File: src/rtl/sbh_rmw.sv
// Store byte/halfword unit: read-modify-write of one lane into a word-wide memory.
// Latency: word store 2 cycles, byte/halfword 3 cycles, plus one per memory wait cycle.
// Backpressure: mem_rd/mem_wr held until mem_rvalid/mem_wack; busy stalls the CPU meanwhile.
module sbh_rmw #(
    parameter int ADDR_W = 32
) (
    input  logic              clk,
    input  logic              rst_n,
    input  logic              start,
    input  logic [1:0]        sbh_c,
    input  logic [ADDR_W-1:0] addr,
    input  logic [31:0]       data_in,
    output logic              busy,
    output logic              done,
    output logic [ADDR_W-1:0] mem_addr,
    output logic              mem_rd,
    input  logic [31:0]       mem_rdata,
    input  logic              mem_rvalid,
    output logic              mem_wr,
    output logic [31:0]       mem_wdata,
    input  logic              mem_wack
);

    typedef enum logic [1:0] {
        IDLE = 2'd0,
        RD   = 2'd1,
        WR   = 2'd2
    } state_t;

    state_t            r_state;
    logic              r_half;
    logic [1:0]        r_lane;
    logic [15:0]       r_data;
    logic [ADDR_W-1:0] r_addr;
    logic [31:0]       r_wdata;
    logic              r_done;
    logic [31:0]       w_merged;

    // Big-endian lanes: offset 0 is the most significant byte, matching the load side.
    always_comb begin
        w_merged = mem_rdata;
        if (r_half) begin
            if (r_lane[1]) w_merged[15:0]  = r_data;
            else           w_merged[31:16] = r_data;
        end else begin
            case (r_lane)
                2'd0:    w_merged[31:24] = r_data[7:0];
                2'd1:    w_merged[23:16] = r_data[7:0];
                2'd2:    w_merged[15:8]  = r_data[7:0];
                default: w_merged[7:0]   = r_data[7:0];
            endcase
        end
    end

    always_ff @(posedge clk or negedge rst_n) begin
        if (!rst_n) begin
            r_state <= IDLE;
            r_half  <= 1'b0;
            r_lane  <= 2'd0;
            r_data  <= 16'd0;
            r_addr  <= '0;
            r_wdata <= 32'd0;
            r_done  <= 1'b0;
        end else begin
            r_done <= 1'b0;
            case (r_state)
                IDLE: begin
                    if (start) begin
                        r_half <= (sbh_c == 2'd2);
                        r_lane <= addr[1:0];
                        r_data <= data_in[15:0];
                        r_addr <= {addr[ADDR_W-1:2], 2'b00};
                        if (sbh_c == 2'd0 || sbh_c == 2'd3) begin
                            r_wdata <= data_in;
                            r_state <= WR;
                        end else begin
                            r_state <= RD;
                        end
                    end
                end
                RD: begin
                    if (mem_rvalid) begin
                        r_wdata <= w_merged;
                        r_state <= WR;
                    end
                end
                WR: begin
                    if (mem_wack) begin
                        r_done  <= 1'b1;
                        r_state <= IDLE;
                    end
                end
                default: r_state <= IDLE;
            endcase
        end
    end

    assign busy      = (r_state != IDLE);
    assign mem_rd    = (r_state == RD);
    assign mem_wr    = (r_state == WR);
    assign done      = r_done;
    assign mem_addr  = r_addr;
    assign mem_wdata = r_wdata;

endmodule

File: config.mk
export PLATFORM = sky130hd
export DESIGN_NAME = sbh_rmw
export DESIGN_NICKNAME = d
export VERILOG_FILES = /design/src/rtl/sbh_rmw.sv
export SDC_FILE = /design/constraint.sdc
export NUM_CORES = 1
export LEC_CHECK = 0
export ABC_AREA = 1
export CAP_MARGIN = 10
export CELL_PAD_IN_SITES_DETAIL_PLACEMENT = 1
export CELL_PAD_IN_SITES_GLOBAL_PLACEMENT = 1
export CORE_UTILIZATION = 42
export CTS_BUF_LIST = sky130_fd_sc_hd__clkbuf_8
export DETAILED_ROUTE_END_ITERATION = 16
export DONT_BUFFER_PORTS = 1
export PLACE_DENSITY_LB_ADDON = 0.1
export SLEW_MARGIN = 20
export SYNTH_ARGS = -nofsm -noshare
export SYNTH_HDL_FRONTEND = slang
export SYNTH_SLANG_ARGS = --single-unit
File: constraint.sdc
create_clock -name clk -period 1.3 [get_ports clk]
set_clock_uncertainty 0.1 [all_clocks]
set_input_delay 0.13 -clock clk [delete_from_list [all_inputs] [get_ports clk]]
set_output_delay 0.13 -clock clk [all_outputs]
set_load 0.01 [all_outputs]
==> impl_metrics.tcl <==
set metrics [dict create \
    status "complete, but fails checks" \
    violations "negative hold slack, negative setup slack" \
    numCtsBuffers 9 \
    drcViolationCount 0 \
    clock-root-buffer "clkbuf_8" \
    power_density_mw_per_mm2 2400 \
    netSwitchingPower_mw 7.52 \
    drv_cap 0 \
    drt-pass1-iter-count 5 \
    viasPerCell 5.32 \
    crit_fanout 12 \
    gp_congestion 0.843 \
    vdd_ir_drop_max_v 0.00130 \
    hold_class "input pin to asynchronous set/reset pin" \
    fin_tns_setup_ns -16.01 \
    avgRoutedWirePerCell_microns 20.8 \
    grt_pass1_wl_mm 27.0 \
    worst_path_max_delay_cell "dfrtp_1" \
    rows 38 \
    routed-wl-met3_mm 1.10 \
    cp-start-kind "register" \
    hold_viol 85 \
    required_ns 1.51 \
    dieArea_sq_mm 0.0118 \
    clock_power_share 0.136 \
    path_buf_inv 3 \
    wl_met1_mm 7.61 \
    antenna_found_initial 0 \
    cp_num_cells 9 \
    ys_types 21 \
    drt_iter0_drc 305 \
    grt_use_total 0.304 \
    drtAntennaViolNets 0 \
    drive_above_1_share 0.244 \
    grt_pass1_vias 5414 \
    worstSetupPathType "register to register" \
    ys_top_cells_by_count "271 x nand2_1, 84 x dfrtp_1, 59 x nor2_1" \
    clk_latency_ns 0.39 \
    yosys.area.top_type_share 0.438 \
    synth_area_sq_mm 0.00479 \
    cts-htree-levels 3 \
    yosysSeqAreaShare 0.438 \
    layout_min_cycle_time_ns 1.57 \
    area_growth_syn_to_layout_pct 42.1 \
    swShare 0.461 \
    synth_most_common_cell "nand2_1" \
    io_buffers 0 \
    synth_top_cell_by_area "dfrtp_1" \
    finalSetupViolCount 86 \
    path_clk_slew_ns 0.10 \
    p_leak_nw 3.36 \
    synth_area_leaders "dfrtp_1 44%, nand2_1 21%, mux2_2 8.9%" \
    io_pins 171 \
    fin_ws_ns -0.274 \
    final_cells 919 \
    initial_core_util 0.437 \
    synthCells 660 \
    cts_hold_buf 86 \
    yosysWarningCount 0 \
    finalWirelength_mm 19.1 \
    synthArstFlopShare 1.00 \
    reg2regPathDepth 9 \
    coreArea_sq_mm 0.0110 \
    grt.overflow.total 0 \
    grt_start_max_net_pins 85 \
    diodes 0 \
    ys.flop_type "dfrtp_1" \
    endpoint_kind "register" \
    die_h_microns 109 \
    path_delay_family "simple AND/OR/NAND/NOR gates" \
    rsz0062_at_grt "yes" \
    hold_ws_ns -0.680 \
    route.met2.wl_mm 10.0 \
    dr_total_vias 4886 \
    intPower_mw 8.81 \
    clock_path_buffers 2 \
    cpPeakStageDelay_ns 0.43 \
    cp_cell_sequence "inv_2 -> nand2_1 -> nand2_2 -> nand3_4 -> buf_6 -> buf_12 -> nor2_1 -> nand2_1 -> nand2_1" \
    clock_sinks 84 \
    top_layer "met4" \
    slew_viol_final 0 \
    fp.dieW_microns 109 \
    p_comb_frac 0.531 \
    synth_edf_count 0 \
    dp_hpwl_mm 10.7 \
    fmax_ghz 0.635 \
    cts_tree "done" \
    worstPathArrival_ns 1.79 \
    synth_seq_cells 84 \
    placed_cells 799 \
    final_nets 879 \
    p_seq_frac 0.333 \
    finalCritPeriodShare 1.21 \
    synth_area_per_cell_sq_um 7.26 \
    place_ws_ns -0.163 \
    crit_path_frequent_cell "nand2_1" \
]
[cell type report]
cell class	instances	area, sq um
fillers	1276	4170
well taps	140	175
repair buffers	140	1580
flip-flops and latches	84	2110
multi-input cells	488	2530
clock buffers	10	138
clock inverters	5	83.8
inverters	52	200
[stage by stage]
step | instance area [sq um] | hold slack [ns] | utilization | total power, mW
2_1_floorplan | 4830 | -0.266 | - | 9.65
3_3_place_gp | 5170 | -0.264 | 0.471 | 11.6
3_5_place_dp | 5170 | -0.264 | 0.471 | 12.0
4_1_cts | 6410 | -0.682 | 0.584 | 14.9
5_1_grt | 6810 | -0.694 | 0.620 | 17.3
6_report | 6810 | -0.680 | 0.620 | 16.3
[final timing paths]
path | slack [ns] | end | startpoint
worst max-delay path | -0.27 | mem_wdata[13]$_DFFE_PN0P_ | r_state[1]$_DFFE_PN0P_
worst min-delay path | -0.68 | mem_wdata[16]$_DFFE_PN0P_ | rst_n
worst max register to register | -0.27 | mem_wdata[13]$_DFFE_PN0P_ | r_state[1]$_DFFE_PN0P_
worst min register to register | 0.45 | mem_wdata[18]$_DFFE_PN0P_ | mem_wdata[18]$_DFFE_PN0P_
max in group asynchronous | 1.62 | r_state[0]$_DFFE_PN0P_ | rst_n
min in group clk | 0 | mem_wdata[18]$_DFFE_PN0P_ | mem_rdata[18]
[cell usage in the layout, fill, tap and decap left out, types with 3 or more instances in the layout]
| master | Yosys | routed |
|---|---|---|
| a21oi_1 | 35 | 24 |
| a21oi_2 | 0 | 11 |
| buf_12 | 0 | 12 |
| buf_4 | 2 | 20 |
| buf_6 | 3 | 15 |
| clkbuf_16 | 0 | 4 |
| clkbuf_8 | 0 | 10 |
| dfrtp_1 | 84 | 81 |
| dfrtp_2 | 0 | 3 |
| dlygate4sd3_1 | 0 | 86 |
| inv_1 | 49 | 45 |
| inv_2 | 3 | 5 |
| mux2_2 | 38 | 38 |
| nand2_1 | 271 | 254 |
| nand2_2 | 3 | 16 |
| nand2_4 | 0 | 3 |
| nand3_1 | 56 | 50 |
| nand3_2 | 1 | 6 |
| nor2_1 | 59 | 44 |
| nor2_2 | 19 | 27 |
| nor2_4 | 0 | 7 |
[flip-flops by register name, indices dropped and copies added, names as in the netlist]
register	count
r_half	1
r_data	16
mem_addr	30
r_lane	2
done	1
r_state	2
mem_wdata	32
[power by group through the flow]
stage | Clock, mW | Combinational, mW | Sequential, mW
floorplan | 0 | 4.60 | 5.05
global placement | 0 | 6.29 | 5.32
detailed placement | 0 | 6.60 | 5.37
CTS | 2.21 | 7.30 | 5.35
global route | 2.34 | 9.37 | 5.59
finish | 2.23 | 8.67 | 5.44
[what timing repair did]
item	CTS	global route
pin swaps	11	13
endpoints found under the setup margin	84	85
gates resized for setup	29	62
gates cloned	1	7
endpoints found under the hold margin	167	84
buffers inserted	5	6
[kinds of logic (layout without fill, tap and decap cells)]
family | Yosys count | after routing | synth area share
buffers and inverters | 89 | 207 | 0.0812
AND/OR/NAND/NOR | 411 | 411 | 0.350
AO/OA/AOI/OAI | 36 | 36 | 0.0376
adder cells (fa/ha/maj) | 1 | 1 | 0.00261
multiplexers | 38 | 38 | 0.0892
flip-flops | 84 | 84 | 0.438
other | 1 | 2 | 0.000782
[per-layer routing]
metal  vias to the layer above  GRT usage
met5                         -          0
met4                         0      0.110
met3                        35     0.0741
met2                       167      0.556
met1                      2410      0.341
li1                       2274          -
No activity file was read; power rests on OpenSTA's default activity.
==> variant (config.mk and constraints unchanged) <==
Reset style: synchronous (`rst_n`), changed in one clocked block.
--- a/src/rtl/sbh_rmw.sv
+++ b/src/rtl/sbh_rmw.sv
@@ -54,3 +54,3 @@
 
-    always_ff @(posedge clk or negedge rst_n) begin
+    always_ff @(posedge clk) begin
         if (!rst_n) begin
Behaviour: differs if rst_n is asserted again (counterexample within 4 cycles, from zero or initial values and one cycle with rst_n low); with rst_n held inactive, the same outputs for 4 cycles.
==> variant against the original RTL <==
- the flow finishes with violations (negative setup slack)
- critical path depth decreased by 1
- via count increased by 22%
- wire length increased by 29%
- sequential cell count unchanged
- non-clock buffer count decreased by 14
- cell area decreased by 3.4%
- synthesized area decreased by 6.0%
- worst setup slack got worse by 71 ps
- highest routed layer is now met5
Power is not compared: it rests on default switching activity, and its combinational part moved more than twofold at a synthesized area within 25%.
==> variant: results (changes against the original RTL) <==
CTS
  • Clock Tree Buf Depth: 2 (unchanged)
  • Clock Latency Late Sink: 390 ps (about the same)
  • CTS Root Cell: clkbuf_8
  • Worst-path clk slew: 120 ps (+20 ps)

Status
  • Failing checks: negative setup slack
  • Status: finished, violations left

Final layout
  • NumNets Final: 945 (+7.5%)
  • Post-route insts no fill: 983 (+7.0%)
  • Layout cells sized above 1: 21.5% (-2.9 points)

Worst setup path
  • Crit-path max FO: 8 (-4)
  • Slowest cell delay on critical path: 360 ps (-70 ps)
  • Critical-path top delay cell: dfxtp_2
  • Crit path DAT: 1850 ps (+60 ps)
  • Largest delay share family, worst path: simple AND/OR/NAND/NOR gates

Place
  • Placed insts: 874 (+9.4%)
  • Place WS: -193 ps (-29.7 ps)
  • DP HPWL: 11000 um (+3.1%)
  • PortBufs: 0 (unchanged)
  • Final GP Congestion: 0.876 (+4.0%)

GRT
  • Overall fraction of global-route tracks in use: 31.6% (+1.2 points)
  • Number of global-route vias before repair: 5487 (+1.3%)
  • Initial antenna violation count: 2 (+2)
  • First-pass GRT wire length: 27700 um (+2.6%)
  • Largest net degree at the start of global routing: 51 (-40%)

Timing
  • Final setup margin: -345 ps (-71.2 ps)
  • Finish-stage setup viols: 86 (unchanged)
  • Fin Setup TNS: -14260 ps (+1740 ps)

Synthesis
  • Library cells used by synthesis: 22 (+4.8%)
  • Sequential area share after synthesis: 37.3% (-6.5 points)
  • Synth Instances: 751 (+14%)
  • Share of flip-flops with an asynchronous set or reset: 0% (-100 points)
  • Synth area leaders: dfxtp_1 (37%), nand2_1 (20%), nor2_1 (12%), a21oi_1 (7.7%), nand3_1 (6.2%)
  • Most frequent cells after synthesis: nand2_1 (238), nor2_1 (142), dfxtp_1 (84)
  • Synth warn: 0 (unchanged)
  • Synth Flop Type: dfxtp_1
  • Post-synth EDFFs: 0 (unchanged)

Routing
  • Iter 0 DRT Violations: 495 (+62%)
  • Via count: 5964 (+22%)
  • Detailed Route WL: 24700 um (+29%)

Power
  • VDD IR max: 0.000697 V
  • Leak pwr: 2.92 nW

Flow run
  • Maxcap violations: 0 (unchanged)

Worst hold path
  • Hold WC Path Type: in -> reg
variant: cell types whose count changed in the layout (fill, tap and decap cells not counted), moves of 11 or more:
| cell | delta |
|---|---|
| dlygate4sd3_1 | -17 |
| o21ai_2 | +28 |
| nand2_2 | -11 |
| a21oi_1 | +29 |
| dfxtp_1 | +80 |
| dfrtp_1 | -81 |
| nand2_1 | -21 |
| mux2_2 | -38 |
| nor2_1 | +61 |
variant: what timing repair did:
action	CTS	global route
hold endpoints to repair	81	1
endpoints found under the setup margin	85	87
gates resized for setup	24	184
cloned	1	11
setup buffers	4	5
hold buffers	70	1
pin swaps	0	27
variant: area by class of cell:
| cell class | instances | area (sq um) |
|---|---|---|
| Clock inverter | 7 | 67.6 |
| Sequential cell | 84 | 1690 |
| Tap cell | 136 | 170 |
| Clock buffer | 9 | 124 |
| Inverter | 54 | 224 |
| Fill cell | 1327 | 3790 |
| Antenna cell | 1 | 2.50 |
| Timing Repair Buffer | 126 | 1450 |
| Multi-Input combinational cell | 566 | 2860 |
variant: kinds of logic (layout without fill, tap and decap cells):
logic type	after synthesis	count (layout)	synth area share (%)
compound gates	118	118	13.1
fa+ha+maj	1	1	0.278
buf+inv	103	196	10.0
flops	84	84	37.3
other cells	1	3	0.0832
simple gates	444	445	39.2
variant: path summary, 6_finish.rpt:
| path | from | cells past startpoint | end | slack [ps] |
|---|---|---|---|---|
| worst max-delay path | r_lane[1] | 8 | mem_wdata[9] | -340 |
| worst min-delay path | mem_rdata[29] | 6 | mem_wdata[29] | 6 |
| worst max register to register | r_lane[1] | 8 | mem_wdata[9] | -340 |
| worst min register to register | mem_wdata[4] | 2 | mem_wdata[4] | 420 |
variant: power breakdown:
| group | total [mW] | internal (mW) | switching [mW] | leakage [nW] |
|---|---|---|---|---|
| Combinational | 3.03 | 1.19 | 1.84 | 2.13 |
| Sequential | 3.27 | 2.87 | 0.398 | 0.695 |
| Clock | 2.02 | 0.885 | 1.13 | 0.102 |
variant: stage by stage:
step	utilization (%)	area, sq um
floorplan	-	4510
global placement	46.0	4770
detailed placement	46.0	4770
CTS	56.0	5800
global route	63.5	6580
finish	63.5	6580
variant: tightest hold or removal path, stage by stage:
cell	delay, ps
inv_1	30
nand2_1	50
nand3_1	60
nand2_1	50
nand2_1	50
a21oi_1	50
variant: per-layer routing:
layer	share of wire, %	wire (um)	vias up	GRT usage (%)
met5	0.053	13	-	0
met1	37	9120	2863	37.0
met3	9.4	2330	133	7.98
met2	48	11800	436	55.5
li1	-	-	2530	-
met4	6.1	1520	2	12.1
